==> config.mk <==
export PLATFORM = sky130hd
export DESIGN_NAME = mem_stage_flat
export DESIGN_NICKNAME = d
export VERILOG_FILES = /design/src/rtl/mem_stage_if.sv /design/src/rtl/mem_stage.sv /design/src/flat_wrapper.sv
export SDC_FILE = /design/constraint.sdc
export NUM_CORES = 1
export LEC_CHECK = 0
export ABC_AREA = 1
export ABC_CLOCK_PERIOD_IN_PS = 11700
export CAP_MARGIN = 20
export CORE_MARGIN = 10
export CORE_UTILIZATION = 47
export DETAILED_ROUTE_END_ITERATION = 7
export PLACE_DENSITY = 0.86
export SYNTH_ARGS = -nofsm -noshare
export SYNTH_HDL_FRONTEND = slang
export SYNTH_SLANG_ARGS = --single-unit
==> constraint.sdc <==
create_clock -name clk -period 11.7 [get_ports clk]
set_clock_uncertainty 0.1 [all_clocks]
set_input_delay 2.34 -clock clk [delete_from_list [all_inputs] [get_ports clk]]
set_output_delay 2.34 -clock clk [all_outputs]
set_load 0.01 [all_outputs]
==> src/rtl/mem_stage_if.sv <==
// Data-memory bus between mem_stage (master) and the data memory (slave).
// Request fields are held stable from dm_req rise until dm_ack; dm_rdata is
// valid in the same cycle as dm_ack.
interface mem_stage_if #(
  parameter int unsigned DATA_W = 32
);

  logic              dm_req;
  logic              dm_we;
  logic [DATA_W-1:0] dm_addr;
  logic [3:0]        dm_be;
  logic [DATA_W-1:0] dm_wdata;
  logic              dm_ack;
  logic [DATA_W-1:0] dm_rdata;

  modport master (
    output dm_req,
    output dm_we,
    output dm_addr,
    output dm_be,
    output dm_wdata,
    input  dm_ack,
    input  dm_rdata
  );

  modport slave (
    input  dm_req,
    input  dm_we,
    input  dm_addr,
    input  dm_be,
    input  dm_wdata,
    output dm_ack,
    output dm_rdata
  );

endinterface

==> src/rtl/mem_stage.sv <==
// MEM pipeline stage. Passes ALU results straight through to MEM/WB, or runs
// one load/store on the data memory over a req/ack handshake while stalling
// the upstream pipeline. FSM: IDLE -> BUSY -> DONE -> IDLE.
// Optional feature macro: MEM_TIMEOUT_EN -- aborts a BUSY access after
// TIMEOUT cycles without dm_ack and flags mem_err for one cycle.
module mem_stage #(
  parameter int unsigned DATA_W     = 32,
  parameter int unsigned REG_ADDR_W = 5,
  parameter int unsigned TIMEOUT    = 255
) (
  input  logic                  clk,
  input  logic                  rst,
  // From EX/MEM
  input  logic [REG_ADDR_W-1:0] mem_des_addr,
  input  logic                  mem_des_exist,
  input  logic [DATA_W-1:0]     mem_des_data,
  input  logic [3:0]            mem_op,
  input  logic [DATA_W-1:0]     mem_addr,
  input  logic [DATA_W-1:0]     mem_wdata,
  // Data-memory bus
  mem_stage_if.master           dm,
  // Pipeline control / status
  output logic                  stall_mem,
  output logic                  mem_misalign,
  output logic                  mem_err,
  // To MEM/WB
  output logic [REG_ADDR_W-1:0] wb_des_addr,
  output logic                  wb_des_exist,
  output logic [DATA_W-1:0]     wb_des_data
);

  localparam logic [3:0] OP_LB  = 4'd1;
  localparam logic [3:0] OP_LBU = 4'd2;
  localparam logic [3:0] OP_LH  = 4'd3;
  localparam logic [3:0] OP_LHU = 4'd4;
  localparam logic [3:0] OP_LW  = 4'd5;
  localparam logic [3:0] OP_SB  = 4'd6;
  localparam logic [3:0] OP_SH  = 4'd7;
  localparam logic [3:0] OP_SW  = 4'd8;

  localparam logic [1:0] IDLE = 2'd0;
  localparam logic [1:0] BUSY = 2'd1;
  localparam logic [1:0] DONE = 2'd2;

  // Decoded view of the incoming instruction
  logic              is_load;
  logic              is_store;
  logic              is_misalign;
  logic [3:0]        acc_be;
  logic [DATA_W-1:0] acc_wdata;
  logic              go;

  // FSM and request registers
  logic [1:0]            state_q, state_d;
  logic                  req_q, req_d;
  logic                  we_q, we_d;
  logic [DATA_W-1:0]     addr_q, addr_d;
  logic [3:0]            be_q, be_d;
  logic [DATA_W-1:0]     wdata_q, wdata_d;
  // Context of the outstanding access, needed to build the DONE result
  logic [3:0]            op_q, op_d;
  logic [1:0]            lane_q, lane_d;
  logic [REG_ADDR_W-1:0] des_addr_q, des_addr_d;
  logic                  des_exist_q, des_exist_d;
  logic [DATA_W-1:0]     rdata_q, rdata_d;

  logic              timeout_hit;
  logic              abort;
  logic              op_q_is_load;
  logic [7:0]        byte_v;
  logic [15:0]       half_v;
  logic [DATA_W-1:0] load_val;

  // Decode op into load/store class, alignment check and byte-lane layout
  always_comb begin
    is_load     = 1'b0;
    is_store    = 1'b0;
    is_misalign = 1'b0;
    acc_be      = 4'b0000;
    acc_wdata   = '0;
    case (mem_op)
      OP_LB, OP_LBU: begin
        is_load = 1'b1;
        acc_be  = 4'b0001 << mem_addr[1:0];
      end
      OP_LH, OP_LHU: begin
        is_load     = 1'b1;
        is_misalign = mem_addr[0];
        acc_be      = mem_addr[1] ? 4'b1100 : 4'b0011;
      end
      OP_LW: begin
        is_load     = 1'b1;
        is_misalign = |mem_addr[1:0];
        acc_be      = 4'b1111;
      end
      OP_SB: begin
        is_store  = 1'b1;
        acc_be    = 4'b0001 << mem_addr[1:0];
        acc_wdata = {4{mem_wdata[7:0]}};
      end
      OP_SH: begin
        is_store    = 1'b1;
        is_misalign = mem_addr[0];
        acc_be      = mem_addr[1] ? 4'b1100 : 4'b0011;
        acc_wdata   = {2{mem_wdata[15:0]}};
      end
      OP_SW: begin
        is_store    = 1'b1;
        is_misalign = |mem_addr[1:0];
        acc_be      = 4'b1111;
        acc_wdata   = mem_wdata;
      end
      default: ;
    endcase
  end

  // An access is launched only for an aligned memory op seen in IDLE
  assign go = (state_q == IDLE) && (is_load || is_store) && !is_misalign;

  // A same-cycle ack takes priority over the timeout
  assign abort = (state_q == BUSY) && !dm.dm_ack && timeout_hit;

`ifdef MEM_TIMEOUT_EN
  localparam int unsigned CNT_W = $clog2(TIMEOUT + 1);
  // Last BUSY cycle: the count reaches TIMEOUT with this cycle's increment
  localparam logic [CNT_W-1:0] CNT_LAST = CNT_W'(TIMEOUT - 1);

  logic [CNT_W-1:0] cnt_q;
  logic             err_q;

  assign timeout_hit = (cnt_q == CNT_LAST);

  // BUSY cycle counter and one-cycle abort flag (err_q is high only in DONE)
  always_ff @(posedge clk or posedge rst) begin
    if (rst) begin
      cnt_q <= '0;
      err_q <= 1'b0;
    end else begin
      if (go) begin
        cnt_q <= '0;
      end else if (state_q == BUSY) begin
        cnt_q <= cnt_q + 1'b1;
      end
      err_q <= abort;
    end
  end

  assign mem_err = err_q;
`else
  logic unused_timeout;

  assign unused_timeout = ^TIMEOUT;
  assign timeout_hit    = 1'b0;
  assign mem_err        = 1'b0;
`endif

  // Next state: launch in IDLE, hold the request until ack/abort, one DONE cycle
  always_comb begin
    state_d     = state_q;
    req_d       = req_q;
    we_d        = we_q;
    addr_d      = addr_q;
    be_d        = be_q;
    wdata_d     = wdata_q;
    op_d        = op_q;
    lane_d      = lane_q;
    des_addr_d  = des_addr_q;
    des_exist_d = des_exist_q;
    rdata_d     = rdata_q;
    case (state_q)
      IDLE: begin
        if (go) begin
          state_d     = BUSY;
          req_d       = 1'b1;
          we_d        = is_store;
          addr_d      = {mem_addr[DATA_W-1:2], 2'b00};
          be_d        = acc_be;
          wdata_d     = acc_wdata;
          op_d        = mem_op;
          lane_d      = mem_addr[1:0];
          des_addr_d  = mem_des_addr;
          des_exist_d = mem_des_exist;
        end
      end
      BUSY: begin
        if (dm.dm_ack) begin
          state_d = DONE;
          req_d   = 1'b0;
          rdata_d = dm.dm_rdata;
        end else if (abort) begin
          state_d = DONE;
          req_d   = 1'b0;
        end
      end
      DONE: begin
        state_d = IDLE;
      end
      default: begin
        state_d = IDLE;
        req_d   = 1'b0;
      end
    endcase
  end

  // State and request registers; reset drops dm_req immediately
  always_ff @(posedge clk or posedge rst) begin
    if (rst) begin
      state_q     <= IDLE;
      req_q       <= 1'b0;
      we_q        <= 1'b0;
      addr_q      <= '0;
      be_q        <= 4'b0000;
      wdata_q     <= '0;
      op_q        <= 4'd0;
      lane_q      <= 2'd0;
      des_addr_q  <= '0;
      des_exist_q <= 1'b0;
      rdata_q     <= '0;
    end else begin
      state_q     <= state_d;
      req_q       <= req_d;
      we_q        <= we_d;
      addr_q      <= addr_d;
      be_q        <= be_d;
      wdata_q     <= wdata_d;
      op_q        <= op_d;
      lane_q      <= lane_d;
      des_addr_q  <= des_addr_d;
      des_exist_q <= des_exist_d;
      rdata_q     <= rdata_d;
    end
  end

  assign dm.dm_req   = req_q;
  assign dm.dm_we    = we_q;
  assign dm.dm_addr  = addr_q;
  assign dm.dm_be    = be_q;
  assign dm.dm_wdata = wdata_q;

  assign op_q_is_load = (op_q >= OP_LB) && (op_q <= OP_LW);

  // Extract and extend the addressed byte/half of the captured load word
  always_comb begin
    case (lane_q)
      2'd0:    byte_v = rdata_q[7:0];
      2'd1:    byte_v = rdata_q[15:8];
      2'd2:    byte_v = rdata_q[23:16];
      default: byte_v = rdata_q[31:24];
    endcase
    half_v = lane_q[1] ? rdata_q[31:16] : rdata_q[15:0];
    case (op_q)
      OP_LB:   load_val = {{(DATA_W-8){byte_v[7]}}, byte_v};
      OP_LBU:  load_val = {{(DATA_W-8){1'b0}}, byte_v};
      OP_LH:   load_val = {{(DATA_W-16){half_v[15]}}, half_v};
      OP_LHU:  load_val = {{(DATA_W-16){1'b0}}, half_v};
      OP_LW:   load_val = rdata_q;
      default: load_val = '0;
    endcase
  end

  // Stall, misalign flag and the write-back bus; all forced low during reset
  always_comb begin
    stall_mem    = 1'b0;
    mem_misalign = 1'b0;
    wb_des_addr  = mem_des_addr;
    wb_des_exist = 1'b0;
    wb_des_data  = mem_des_data;
    case (state_q)
      IDLE: begin
        if (go) begin
          stall_mem = 1'b1;
        end else if (is_load || is_store) begin
          mem_misalign = 1'b1;
        end else begin
          wb_des_exist = mem_des_exist;
        end
      end
      BUSY: begin
        stall_mem = 1'b1;
      end
      DONE: begin
        wb_des_addr  = des_addr_q;
        wb_des_data  = load_val;
        wb_des_exist = op_q_is_load && des_exist_q && !mem_err;
      end
      default: ;
    endcase
    if (rst) begin
      stall_mem    = 1'b0;
      mem_misalign = 1'b0;
      wb_des_addr  = '0;
      wb_des_exist = 1'b0;
      wb_des_data  = '0;
    end
  end

endmodule

==> src/flat_wrapper.sv <==
// flat-port wrapper written by rule: the top's interface ports become plain ports
module mem_stage_flat 
#(
  parameter int unsigned DATA_W     = 32,
  parameter int unsigned REG_ADDR_W = 5,
  parameter int unsigned TIMEOUT    = 255
)
  (clk, rst, mem_des_addr, mem_des_exist, mem_des_data, mem_op, mem_addr, mem_wdata, stall_mem, mem_misalign, mem_err, wb_des_addr, wb_des_exist, wb_des_data, dm_dm_req, dm_dm_we, dm_dm_addr, dm_dm_be, dm_dm_wdata, dm_dm_ack, dm_dm_rdata);
  mem_stage_if #(.DATA_W(DATA_W)) dm_i ();
  input  logic clk;
  input  logic rst;
  input  logic [REG_ADDR_W-1:0] mem_des_addr;
  input  logic mem_des_exist;
  input  logic [DATA_W-1:0] mem_des_data;
  input  logic [3:0] mem_op;
  input  logic [DATA_W-1:0] mem_addr;
  input  logic [DATA_W-1:0] mem_wdata;
  output logic stall_mem;
  output logic mem_misalign;
  output logic mem_err;
  output logic [REG_ADDR_W-1:0] wb_des_addr;
  output logic wb_des_exist;
  output logic [DATA_W-1:0] wb_des_data;
  output wire logic [$bits(dm_i.dm_req)-1:0] dm_dm_req;
  output wire logic [$bits(dm_i.dm_we)-1:0] dm_dm_we;
  output wire logic [$bits(dm_i.dm_addr)-1:0] dm_dm_addr;
  output wire logic [$bits(dm_i.dm_be)-1:0] dm_dm_be;
  output wire logic [$bits(dm_i.dm_wdata)-1:0] dm_dm_wdata;
  input wire logic [$bits(dm_i.dm_ack)-1:0] dm_dm_ack;
  input wire logic [$bits(dm_i.dm_rdata)-1:0] dm_dm_rdata;
  assign dm_dm_req = dm_i.dm_req;
  assign dm_dm_we = dm_i.dm_we;
  assign dm_dm_addr = dm_i.dm_addr;
  assign dm_dm_be = dm_i.dm_be;
  assign dm_dm_wdata = dm_i.dm_wdata;
  assign dm_i.dm_ack = dm_dm_ack;
  assign dm_i.dm_rdata = dm_dm_rdata;
  mem_stage #(.DATA_W(DATA_W), .REG_ADDR_W(REG_ADDR_W), .TIMEOUT(TIMEOUT)) u_core (.clk(clk), .rst(rst), .mem_des_addr(mem_des_addr), .mem_des_exist(mem_des_exist), .mem_des_data(mem_des_data), .mem_op(mem_op), .mem_addr(mem_addr), .mem_wdata(mem_wdata), .dm(dm_i), .stall_mem(stall_mem), .mem_misalign(mem_misalign), .mem_err(mem_err), .wb_des_addr(wb_des_addr), .wb_des_exist(wb_des_exist), .wb_des_data(wb_des_data));
endmodule
==> results of run 1 <==
cell type report:
cell class	instances	area (um^2)
multi-input cells	724	3020
repair buffers	255	2530
inverters	44	168
clock inverters	8	103
fillers	1055	3760
well taps	176	220
clock buffers	24	482
flip-flops and latches	114	2850
cells by family after synthesis:
logic type | after synthesis | synth area share
compound gates | 86 | 0.0698
buf+inv | 91 | 0.0629
other cells | 1 | 0.000601
simple gates | 635 | 0.410
flops | 114 | 0.457
path summary, 6_finish.rpt:
check,start,to,slack (ps)
setup reg to reg,u_core.state_q[1],u_core.dm.dm_wdata[0],9180
min in group asynchronous,rst,u_core.dm.dm_wdata[23],2390
hold / removal,u_core.dm.dm_wdata[10],u_core.dm.dm_wdata[10],370
setup / recovery,rst,wb_des_addr[2],4360
max in group asynchronous,rst,u_core.rdata_q[26],8090
hold reg to reg,u_core.dm.dm_wdata[10],u_core.dm.dm_wdata[10],370
stage by stage:
step	cells	setup slack (ps)	power (mW)
global placement	1313	4370	1.44
floorplan	929	3670	1.08
global route	1345	4080	2.10
finish	1345	4360	1.97
CTS	1345	4320	1.97
detailed placement	1313	4320	1.46
layer usage:
layer | up-vias | track usage | part of all wire
met5 | - | 0 | 0
met4 | 0 | 0.0861 | 0.028
met3 | 58 | 0.102 | 0.11
met2 | 348 | 0.396 | 0.47
met1 | 3217 | 0.292 | 0.38
li1 | 3360 | - | -
cells in the final DEF (no fill, tap or decap), types with 5 or more instances in the layout:
master	netlist	layout
buf_4	4	7
a21oi_1	47	47
inv_2	5	5
nand2_1	503	503
nand3_1	91	91
dfrtp_1	114	114
nor2_1	29	28
o21ai_0	36	36
clkbuf_16	0	17
inv_1	38	37
clkdlybuf4s50_1	0	248
state kept, by name (all words and copies together) (netlist names):
name,flops
u_core.des_addr_q,5
u_core.des_exist_q,1
u_core.dm.dm_addr,30
u_core.dm.dm_be,4
u_core.dm.dm_req,1
u_core.dm.dm_wdata,32
u_core.dm.dm_we,1
u_core.lane_q,2
u_core.op_q,4
u_core.rdata_q,32
u_core.state_q,2
report_power, final:
part / leakage (nW) / internal [mW] / total (mW) / switching (mW)
Clock: 0.280 / 0.330 / 0.509 / 0.179
Sequential: 1.46 / 0.547 / 0.663 / 0.117
Combinational: 2.94 / 0.343 / 0.801 / 0.458
critical path: stages:
cell and delay [ps]:
clkdlybuf4s50_1 390, buf_4 260, inv_4 290, buf_4 650, o21ai_0 190, a21oi_1 180, clkdlybuf4s50_1 560
==> summary.md, run 1 <==
| Metric | Value |
|---|---|
| Io pins | `roughly 250` |
| Initial DRC count | `between 600 and 700` |
| Gr usage total | `0.247` |
| Post-CTS setup buffer count | `0` |
| Max transition margin | `0.324` |
| Worst Reg2Reg Path Length in Cells | `6` |
| Final hold slack | `367 ps` |
| CTS resizes | `0` |
| Hold_buf cts | `0` |
| Sequential fraction of the synthesis area | `0.457` |
| Initial antenna violation count | `0` |
| Hold WC Path Type | `reg2reg` |
| Reg clk slew, reported paths | `50 ps` |
| Placement Cell Area | `approximately 0.0088 mm^2` |
| Layout cells sized above 1 | `0.0453` |
| Netlist Area Pre-Place | `approximately 0.0062 mm^2` |
| Vias per Instance | `roughly 5.2` |
| Die H | `135 um` |
| Top post-synthesis cells by area | `dfrtp_1 46%, nand2_1 30%, nand3_1 7.3%, a21oi_1 3.8%, o21ai_0 2.9%` |
| Area Overhead vs Synth | `50.2%` |
| Count leader, synth | `nand2_1` |
| Pwr dens | `roughly 210 mW/mm^2` |
| CP Data Required Time | `between 9000 and 10000 ps` |
| # nets final | `about 1300` |
| Post-route cell area | `0.00938 mm^2` |
| Clock sinks | `roughly 110` |
| Leakage power | `about 4.7 nW` |
| Clk root buf | `clkbuf_16` |
| Core region area | `~0.013 mm^2` |
| CP Capture Type | `primary output` |
| Synth warn | `0` |
| Actual slew at the worst max-slew pin | `approximately 1000 ps` |
| Ant. Diodes | `0` |
| Yosys top cell by area | `dfrtp_1` |
| RePlAce Congestion | `between 0.9 and 1` |
| Peak supply drop | `approximately 0.00011 V` |
| Clock buffer depth | `2` |
| Avg Cell Area, Syn | `approximately 6.7 um^2` |
| Register bit total from synthesis | `between 100 and 150` |
| Initial Util | `0.475` |
| Type of origin of the critical path | `input pin` |
| First-pass GRT wire length | `approximately 36 mm` |
| Port bufs | `about 250` |
| CTS tree | `built` |
| Slew Viols, Final | `0` |
| Crit share post-route | `0.627` |
| Crit path time final | `about 7300 ps` |
| WL/cell | `between 15 and 20 um` |
| Die outline width | `about 140 um` |
| Hold Path Stages | `2` |
| Total grt overflow | `0` |
| Vias in the first global route | `between 6000 and 7000` |
| Setup TNS | `0 ps` |
| Final hold violations | `0` |
| Async SR Flop Fraction | `1.00` |
| Outcome | `complete, no violations` |
| DRC Markers | `0` |
| Most frequent cells after synthesis | `503 x nand2_1, 114 x dfrtp_1, 91 x nand3_1` |
| CP Class | `in2out` |
| Worst-Skew Late Latency | `between 400 and 500 ps` |
| Cells after synthesis | `927` |
| Num CTS Buffers | `17` |
| CP max FO | `58` |
| H-tree Lvls | `4` |
| RSZ-0062 raised after global routing | `no` |
| Largest net degree at the start of global routing | `72` |
| Routed vias | `roughly 7000` |
| Synth top area share | `0.457` |
| Placement row count | `42` |
| Max cap viols | `0` |
| Post-Route WL | `around 23 mm` |
| Final setup fails | `0` |
| Antenna-violating nets left | `0` |
| Post-synth EDFFs | `0` |
| Worst EP arrival | `~4900 ps` |
| Synth unique cells | `25` |
| Fmax | `roughly 0.14 GHz` |
| Synth Flop Type | `dfrtp_1` |
| Die area | `0.0183 mm^2` |
| Placed wire-length estimate | `around 17 mm` |
| Util after Layout | `0.714` |
| DR pass1 iterations | `5` |
Power figures use the tool's default switching activity.
==> run 2: changes to the inputs <==
Settings changed: ABC_CLOCK_PERIOD_IN_PS 11700 to 7300, CORE_UTILIZATION 47 to 44, PLACE_DENSITY 0.86 to 0.81.
Clock period 11.7 ns to 7.3 ns, I/O delays scaled along.
==> run 2 against run 1 <==
Net effect: critical path depth up 1; global-route usage down 1.5 points; count of clock-buffer cells in the layout down 5; non-clock buffer count unchanged; cell count up 0.37%; routed wire length down 1.4%; combinational power up 59%; final area up 0.36%; die area up 5.8%; first-iteration DRC count down 2.9%; worst setup slack worse by 2400 ps; critical path type unchanged.
==> summary.md, run 2 (same netlist as run 1, synthesis figures left out) <==
| Metric | Value |
|---|---|
| Slowest cell on the critical path | `clkdlybuf4s50_1` |
| Placement row count | `43` |
| Setup WS pre-CTS | `1930 ps` |
| Commonest non-fill, non-tap cells in the layout | `503 x nand2_1, 248 x clkdlybuf4s50_1, 114 x dfrtp_1` |
| DR pass1 iterations | `5` |
| Final setup fails | `0` |
| # nets final | `1297` |
| Hold_buf cts | `0` |
| Placed wire-length estimate | `16.9 mm` |
| RSZ-0062 raised after global routing | `no` |
| Final hold violations | `0` |
| WL/cell | `~17 um` |
| Post-Route WL | `22.7 mm` |
| Area Overhead vs Synth | `50.7%` |
| Worst EP arrival | `3820 ps` |
| FILL cells | `~1200` |
| Hold WC Path Type | `reg2reg` |
| Die outline width | `around 140 um` |
| Commonest non-fill, non-tap cell in the layout | `nand2_1` |
| Peak supply drop | `about 0.00019 V` |
| CTS resizes | `0` |
| CP max FO | `18` |
| Max transition margin | `0.343` |
| Port bufs | `248` |
| Setup ws final | `1920 ps` |
| Die H | `139 um` |
| Vias in the first global route | `6921` |
| Largest net degree at the start of global routing | `72` |
| Post-Layout Cell Count | `between 1000 and 1500` |
| DRC Markers | `0` |
| Post-CTS setup buffer count | `0` |
| Leakage power | `around 4.7 nW` |
| Placed cell count | `~1300` |
| Num CTS Buffers | `17` |
| Type of origin of the critical path | `input pin` |
| Fmax | `0.186 GHz` |
| Most Frequent Cell on Critical Path | `nand2_1` |
| Placement Cell Area | `slightly below 0.009 mm^2` |
| Clk root buf | `clkbuf_16` |
| Initial antenna violation count | `2` |
| Util after Layout | `0.678` |
| CP Capture Type | `primary output` |
| Layout cells sized above 1 | `0.0488` |
| Pwr dens | `338 mW/mm^2` |
| Antenna-violating nets left | `0` |
| Vias per Instance | `around 5` |
| CTS tree | `built` |
| Clock sinks | `about 110` |
| Total grt overflow | `0` |
| Initial DRC count | `~660` |
| Max cap viols | `0` |
| Slew Viols, Final | `0` |
| Max incr delay on CP | `approximately 600 ps` |
| Outcome | `complete, no violations` |
| H-tree Lvls | `4` |
| Crit-path cells | `clkdlybuf4s50_1, nor2_4, nand2_1, o21ai_1, nand2_1, nand2_1, nor3b_1, clkdlybuf4s50_1` |
| Post-route cell area | `between 0.009 and 0.01 mm^2` |
| Initial Util | `0.450` |
| Worst-Skew Late Latency | `410 ps` |
| CP Class | `in2out` |
| RePlAce Congestion | `around 0.94` |
| Reg clk slew, reported paths | `approximately 60 ps` |
| Io pins | `252` |
| Die area | `0.0194 mm^2` |
| Routed vias | `slightly below 7000` |
| Clock buffer depth | `2` |
| Actual slew at the worst max-slew pin | `slightly below 1000 ps` |
| Core region area | `about 0.014 mm^2` |
| CP Data Required Time | `~5700 ps` |
| Setup TNS | `0 ps` |
| Crit share post-route | `0.737` |
| First-pass GRT wire length | `~37 mm` |
| Gr usage total | `0.232` |
| Crit path time final | `approximately 5400 ps` |
[run 2: metrics by stage]
stage | power, mW | hold WS (ps)
2_1_floorplan | 1.73 | 342
3_3_place_gp | 2.31 | 352
3_5_place_dp | 2.33 | 358
4_1_cts | 3.20 | 372
5_1_grt | 3.41 | 383
6_report | 3.18 | 367
[run 2: cell type report]
class / instances / area, um^2 / share of cell area
sequential: 114 / 2850 / 0.303
clock buffer: 19 / 453 / 0.0481
inverter: 44 / 168 / 0.0178
antenna: 1 / 2.50 / 0.000266
timing repair buffer: 255 / 2530 / 0.269
clock inverter: 13 / 158 / 0.0168
tap: 180 / 225 / 0.0239
multi-input combinational: 724 / 3020 / 0.320
[run 2: power by group]
group | switching [mW] | internal (mW)
registers | 0.184 | 0.876
logic | 0.725 | 0.550
clock network | 0.295 | 0.554
[run 2: final timing paths]
| check | slack (ps) | cells after the start | startpoint | end |
|---|---|---|---|---|
| setup reg to reg | 4690 | 6 | u_core.state_q[0] | u_core.dm.dm_wdata[4] |
| hold / removal | 370 | 2 | u_core.dm.dm_wdata[29] | u_core.dm.dm_wdata[29] |
| hold reg to reg | 370 | 2 | u_core.dm.dm_wdata[29] | u_core.dm.dm_wdata[29] |
| setup / recovery | 1920 | 8 | mem_op[1] | mem_misalign |
| min in group asynchronous | 1430 | 2 | rst | u_core.dm.dm_addr[31] |
| max in group asynchronous | 4360 | 3 | rst | u_core.dm.dm_wdata[16] |
[run 2: layer usage]
metal  part of all wire  global-route usage
met2               0.47               0.365
met5                  0                   0
met1               0.39               0.271
met4              0.036               0.113
met3               0.10              0.0887
[run 2: worst max-delay path: cells and delay by family]
kind | cells | cell delay, ps
compound gates | 1 | 200
simple gates | 5 | 1010
buf+inv | 2 | 1140
==> RTL change 1: new RTL, flow settings as in run 2 <==
`REG_ADDR_W` is set to 5 in 2 places; all go to 4.
--- a/src/rtl/mem_stage.sv
+++ b/src/rtl/mem_stage.sv
@@ -5,7 +5,7 @@
 // TIMEOUT cycles without dm_ack and flags mem_err for one cycle.
 module mem_stage #(
   parameter int unsigned DATA_W     = 32,
-  parameter int unsigned REG_ADDR_W = 5,
+  parameter int unsigned REG_ADDR_W = 4,
   parameter int unsigned TIMEOUT    = 255
 ) (
   input  logic                  clk,
--- a/src/flat_wrapper.sv
+++ b/src/flat_wrapper.sv
@@ -2,7 +2,7 @@
 module mem_stage_flat 
 #(
   parameter int unsigned DATA_W     = 32,
-  parameter int unsigned REG_ADDR_W = 5,
+  parameter int unsigned REG_ADDR_W = 4,
   parameter int unsigned TIMEOUT    = 255
 )
   (clk, rst, mem_des_addr, mem_des_exist, mem_des_data, mem_op, mem_addr, mem_wdata, stall_mem, mem_misalign, mem_err, wb_des_addr, wb_des_exist, wb_des_data, dm_dm_req, dm_dm_we, dm_dm_addr, dm_dm_be, dm_dm_wdata, dm_dm_ack, dm_dm_rdata);
Interface: changed (resized mem_des_addr and wb_des_addr); port bits go from 252 to 250. The function was not compared with the original's and may differ.
==> RTL change 1 against run 2 <==
  * Setup slack worse by 160 ps
  * Utilization is 0.23 points higher
  * Non-clock buffer count is 1 lower
  * Cell count is 0.67% lower
  * Power is 0.65% higher
  * Area after synthesis is 0.90% lower
  * Die area is 0.78% lower
  * Routed wire length is 2.9% lower
  * Register-to-register slack better by 430 ps
  * Sequential cell count is 1 lower
  * Sequential share of layout area is 0.25 points lower
  * Fmax is 2.9% lower
  * Global-route usage is 0.83 points lower
  * Design area hardly changed
  * Highest routed layer unchanged
==> RTL change 1: results (changes against run 2) <==
fin_crit_sh: 0.759  # was 0.737
status: "finished, final reports clean"  # unchanged
grt_use_total: 0.223  # was 0.232
worstMarginPinSlew_ps: 967  # was 983 ps
placed_area_um2: 8720  # was 8800 µm²
finalNetCount: 1287  # was 1297
worstRegToRegCells: 7  # was 6
crit_arrival_ps: 3980  # was 3820 ps
grt_pass1_vias: 6626  # was 6921
dp_hpwl_mm: 16.0  # was 16.9 mm
drt_iter0_drc: 565  # was 658
synthTopCellsByCount: "nand2_1 (503), dfrtp_1 (113), nand3_1 (92)"  # was nand2_1 (503), dfrtp_1 (114), nand3_1 (91)
r2r_start: "u_core.state_q[1]"  # was u_core.state_q[0]
vias_per_cell: 5.16  # was 5.14
ys_seq_area_frac: 0.457  # about the same
grt_max_degree: 80  # was 72
dpl_worst_slack_ps: 1820  # was 1930 ps
crit_start: "mem_op[0]"  # was mem_op[1]
wl_mm: 22.1  # was 22.7 mm
grt_antenna_before_repair: 1  # was 2
synth_area_leaders: "dfrtp_1 (46%), nand2_1 (31%), nand3_1 (7.4%)"  # was dfrtp_1 (46%), nand2_1 (30%), nand3_1 (7.3%)
drive_gt1_frac: 0.0526  # was 0.0488
vdd_drop_max_v: 0.000224  # was 0.000190 V
dr.pass1.iters: 6  # was 5
r2r-end: "u_core.op_q[0]"  # was u_core.dm.dm_wdata[4]
gp_congestion: 0.904  # was 0.942
## RTL change 1: cell types whose count changed after synthesis, moves of 2 or more
cell     before  now
buf_2        17   14
buf_4         4    7
inv_1        38   30
inv_2         5    7
nor2_1       29   24
nor3_1        0    7
o21ai_0      36   31
## RTL change 1: logic make-up (layout without fill, tap and decap cells)
family | Yosys count | in the layout | share of synthesized area
AO/OA/AOI/OAI | 80 | 80 | 0.0653
buffers and inverters | 85 | 325 | 0.0599
other | 1 | 4 | 0.000606
flip-flops | 113 | 113 | 0.457
AND/OR/NAND/NOR | 639 | 639 | 0.417
## RTL change 1: critical path: stages
cell             delay, ps
clkdlybuf4s50_1        510
nor2_2                 550
nand2_1                120
o21ai_1                180
nand2_1                160
nand2_1                160
nor3b_1                220
clkdlybuf4s50_1        620
## RTL change 1: metrics by stage
stage          total power [µW]  hold WS [ps]  cells
3_5_place_dp               2310           358   1306
3_3_place_gp               2290           352   1306
6_report                   3200           366   1341
4_1_cts                    3200           371   1338
2_1_floorplan              1730           342    920
5_1_grt                    3400           383   1341
## RTL change 1: how the worst min path moves through the flow
stage | cells past startpoint | from | to
finish | 2 | u_core.dm.dm_addr[11] | u_core.dm.dm_addr[11]
global placement | 2 | u_core.dm.dm_addr[15] | u_core.dm.dm_addr[15]
CTS | 2 | u_core.dm.dm_addr[17] | u_core.dm.dm_addr[17]
detailed placement | 2 | u_core.dm.dm_addr[17] | u_core.dm.dm_addr[17]
floorplan | 2 | u_core.des_exist_q | u_core.des_exist_q
global route | 2 | u_core.dm.dm_wdata[23] | u_core.dm.dm_wdata[23]
## RTL change 1: power by group
group / internal [µW] / switching [µW] / total (µW) / leakage, µW
Combinational: 553 / 721 / 1270 / 0.00292
Clock: 590 / 284 / 874 / 0.000308
Sequential: 868 / 187 / 1060 / 0.00144
## RTL change 1: area by class of cell
type,instances,area [µm²]
clock inverter,8,124
sequential,113,2830
clock buffer,24,512
multi-input combinational,722,3010
tap,180,225
inverter,39,149
timing repair buffer,254,2550
antenna,1,2.50
fill,1189,4420
## RTL change 1: layer usage
layer,vias up,track usage,routed length [µm]
met5,-,0,0
met1,3189,0.268,8900
met4,0,0.0921,739
li1,3343,-,-
met3,58,0.0753,1970
met2,327,0.359,10400
==> RTL change 2: new RTL, config.mk and constraints of run 2 <==
Made on the original files. Remove the case item `OP_SB` of the case on `mem_op`.
--- a/src/rtl/mem_stage.sv
+++ b/src/rtl/mem_stage.sv
@@ -93,11 +93,6 @@
         is_misalign = |mem_addr[1:0];
         acc_be      = 4'b1111;
       end
-      OP_SB: begin
-        is_store  = 1'b1;
-        acc_be    = 4'b0001 << mem_addr[1:0];
-        acc_wdata = {4{mem_wdata[7:0]}};
-      end
       OP_SH: begin
         is_store    = 1'b1;
         is_misalign = mem_addr[0];
Check against the original RTL: not equivalent (a bounded check fails within 4 cycles, from zero or initial values and one cycle with rst high).
==> RTL change 2 against run 2 <==
  * Design area down 1.2%
  * Register-to-register slack improved by 250 ps
  * First-iteration DRC count is 1.8% higher
  * Fmax decreased by 3.7%
  * Area after synthesis is 0.54% lower
  * Routed wire length is 3.5% lower
  * Sequential cell count unchanged
  * Setup slack worse by 210 ps
  * Combinational power shrank 5%
  * Clock power fell by 12%
  * Power decreased by 5.2%
==> RTL change 2: results (changes against run 2) <==
grt_use_total: 0.220  # was 0.232
p_sw_frac: 0.394  # was 0.378
dr.pass1.iters: 6  # was 5
crit_start: "mem_op[0]"  # was mem_op[1]
worstRegToRegCells: 9  # was 6
gp_congestion: 0.891  # was 0.942
synth-compound-area-share: 0.100  # was 0.0698
vdd_drop_max_v: 0.000205  # was 0.000190 V
fillerInstances: 1199  # was 1171
min-delay-start: "u_core.dm.dm_addr[4]"  # was u_core.dm.dm_wdata[29]
combPwrFrac: 0.402  # was 0.400
num_antenna_cells: 0  # was 1
cp_slowest_stage_delay_ps: 630  # was 610 ps
netlist-cell-type-count: 24  # was 25
wl_mm: 21.9  # was 22.7 mm
status: "finished, final reports clean"  # unchanged
path_max_fanout: 34  # was 18
grt_antenna_before_repair: 0  # was 2
drt_iter0_drc: 670  # was 658
drive_gt1_frac: 0.0529  # was 0.0488
reg2reg_slack_ps: 4940  # was 4690 ps
grt_max_degree: 93  # was 72
crit_family: "simple AND/OR/NAND/NOR gates"  # was buffers and inverters
hold_ws_ps: 376  # was 367 ps
grt_pass1_wl_mm: 34.8  # was 36.5 mm
RTL change 2: cell count changes after synthesis, moves of 10 or more:
cell | before | now
o22ai_1 | 0 | 16
o21ai_0 | 36 | 25
nand3_1 | 91 | 52
nand2_1 | 503 | 468
o21ai_1 | 1 | 11
nor2_1 | 29 | 16
inv_1 | 38 | 65
a21oi_1 | 47 | 65
RTL change 2: per-layer routing:
| layer | GRT usage | vias to the layer above | part of all wire |
|---|---|---|---|
| met1 | 0.254 | 3101 | 0.40 |
| met4 | 0.0719 | 0 | 0.015 |
| li1 | - | 3308 | - |
| met3 | 0.102 | 26 | 0.11 |
| met5 | 0 | - | 0 |
| met2 | 0.352 | 326 | 0.47 |
RTL change 2: metrics by stage:
step / setup WS, ps / instances / total power [µW] / instance area [µm²] / utilization
6_report: 1710 / 1334 / 3020 / 9300 / 0.673
5_1_grt: 1370 / 1334 / 3240 / 9300 / 0.673
4_1_cts: 1710 / 1332 / 3020 / 9270 / 0.670
3_5_place_dp: 1720 / 1300 / 2260 / 8730 / 0.631
3_3_place_gp: 1780 / 1300 / 2230 / 8730 / 0.631
2_1_floorplan: 1030 / 916 / 1700 / 6220 / -
RTL change 2: cell type report:
class                   count  share of cell area
clock buffers              17              0.0457
multi-input cells         679               0.306
well taps                 180              0.0242
inverters                  73              0.0297
repair buffers            256               0.276
clock inverters            15              0.0121
flip-flops and latches    114               0.307
RTL change 2: worst register-to-register path, stage by stage, from the launching register on:
cell and delay (ps):
dfrtp_1 390, nor2_1 80, inv_1 80, nor2_2 50, nand2_2 60, buf_4 700
inv_2 340, buf_12 280, nand2_1 120, nand2_1 50
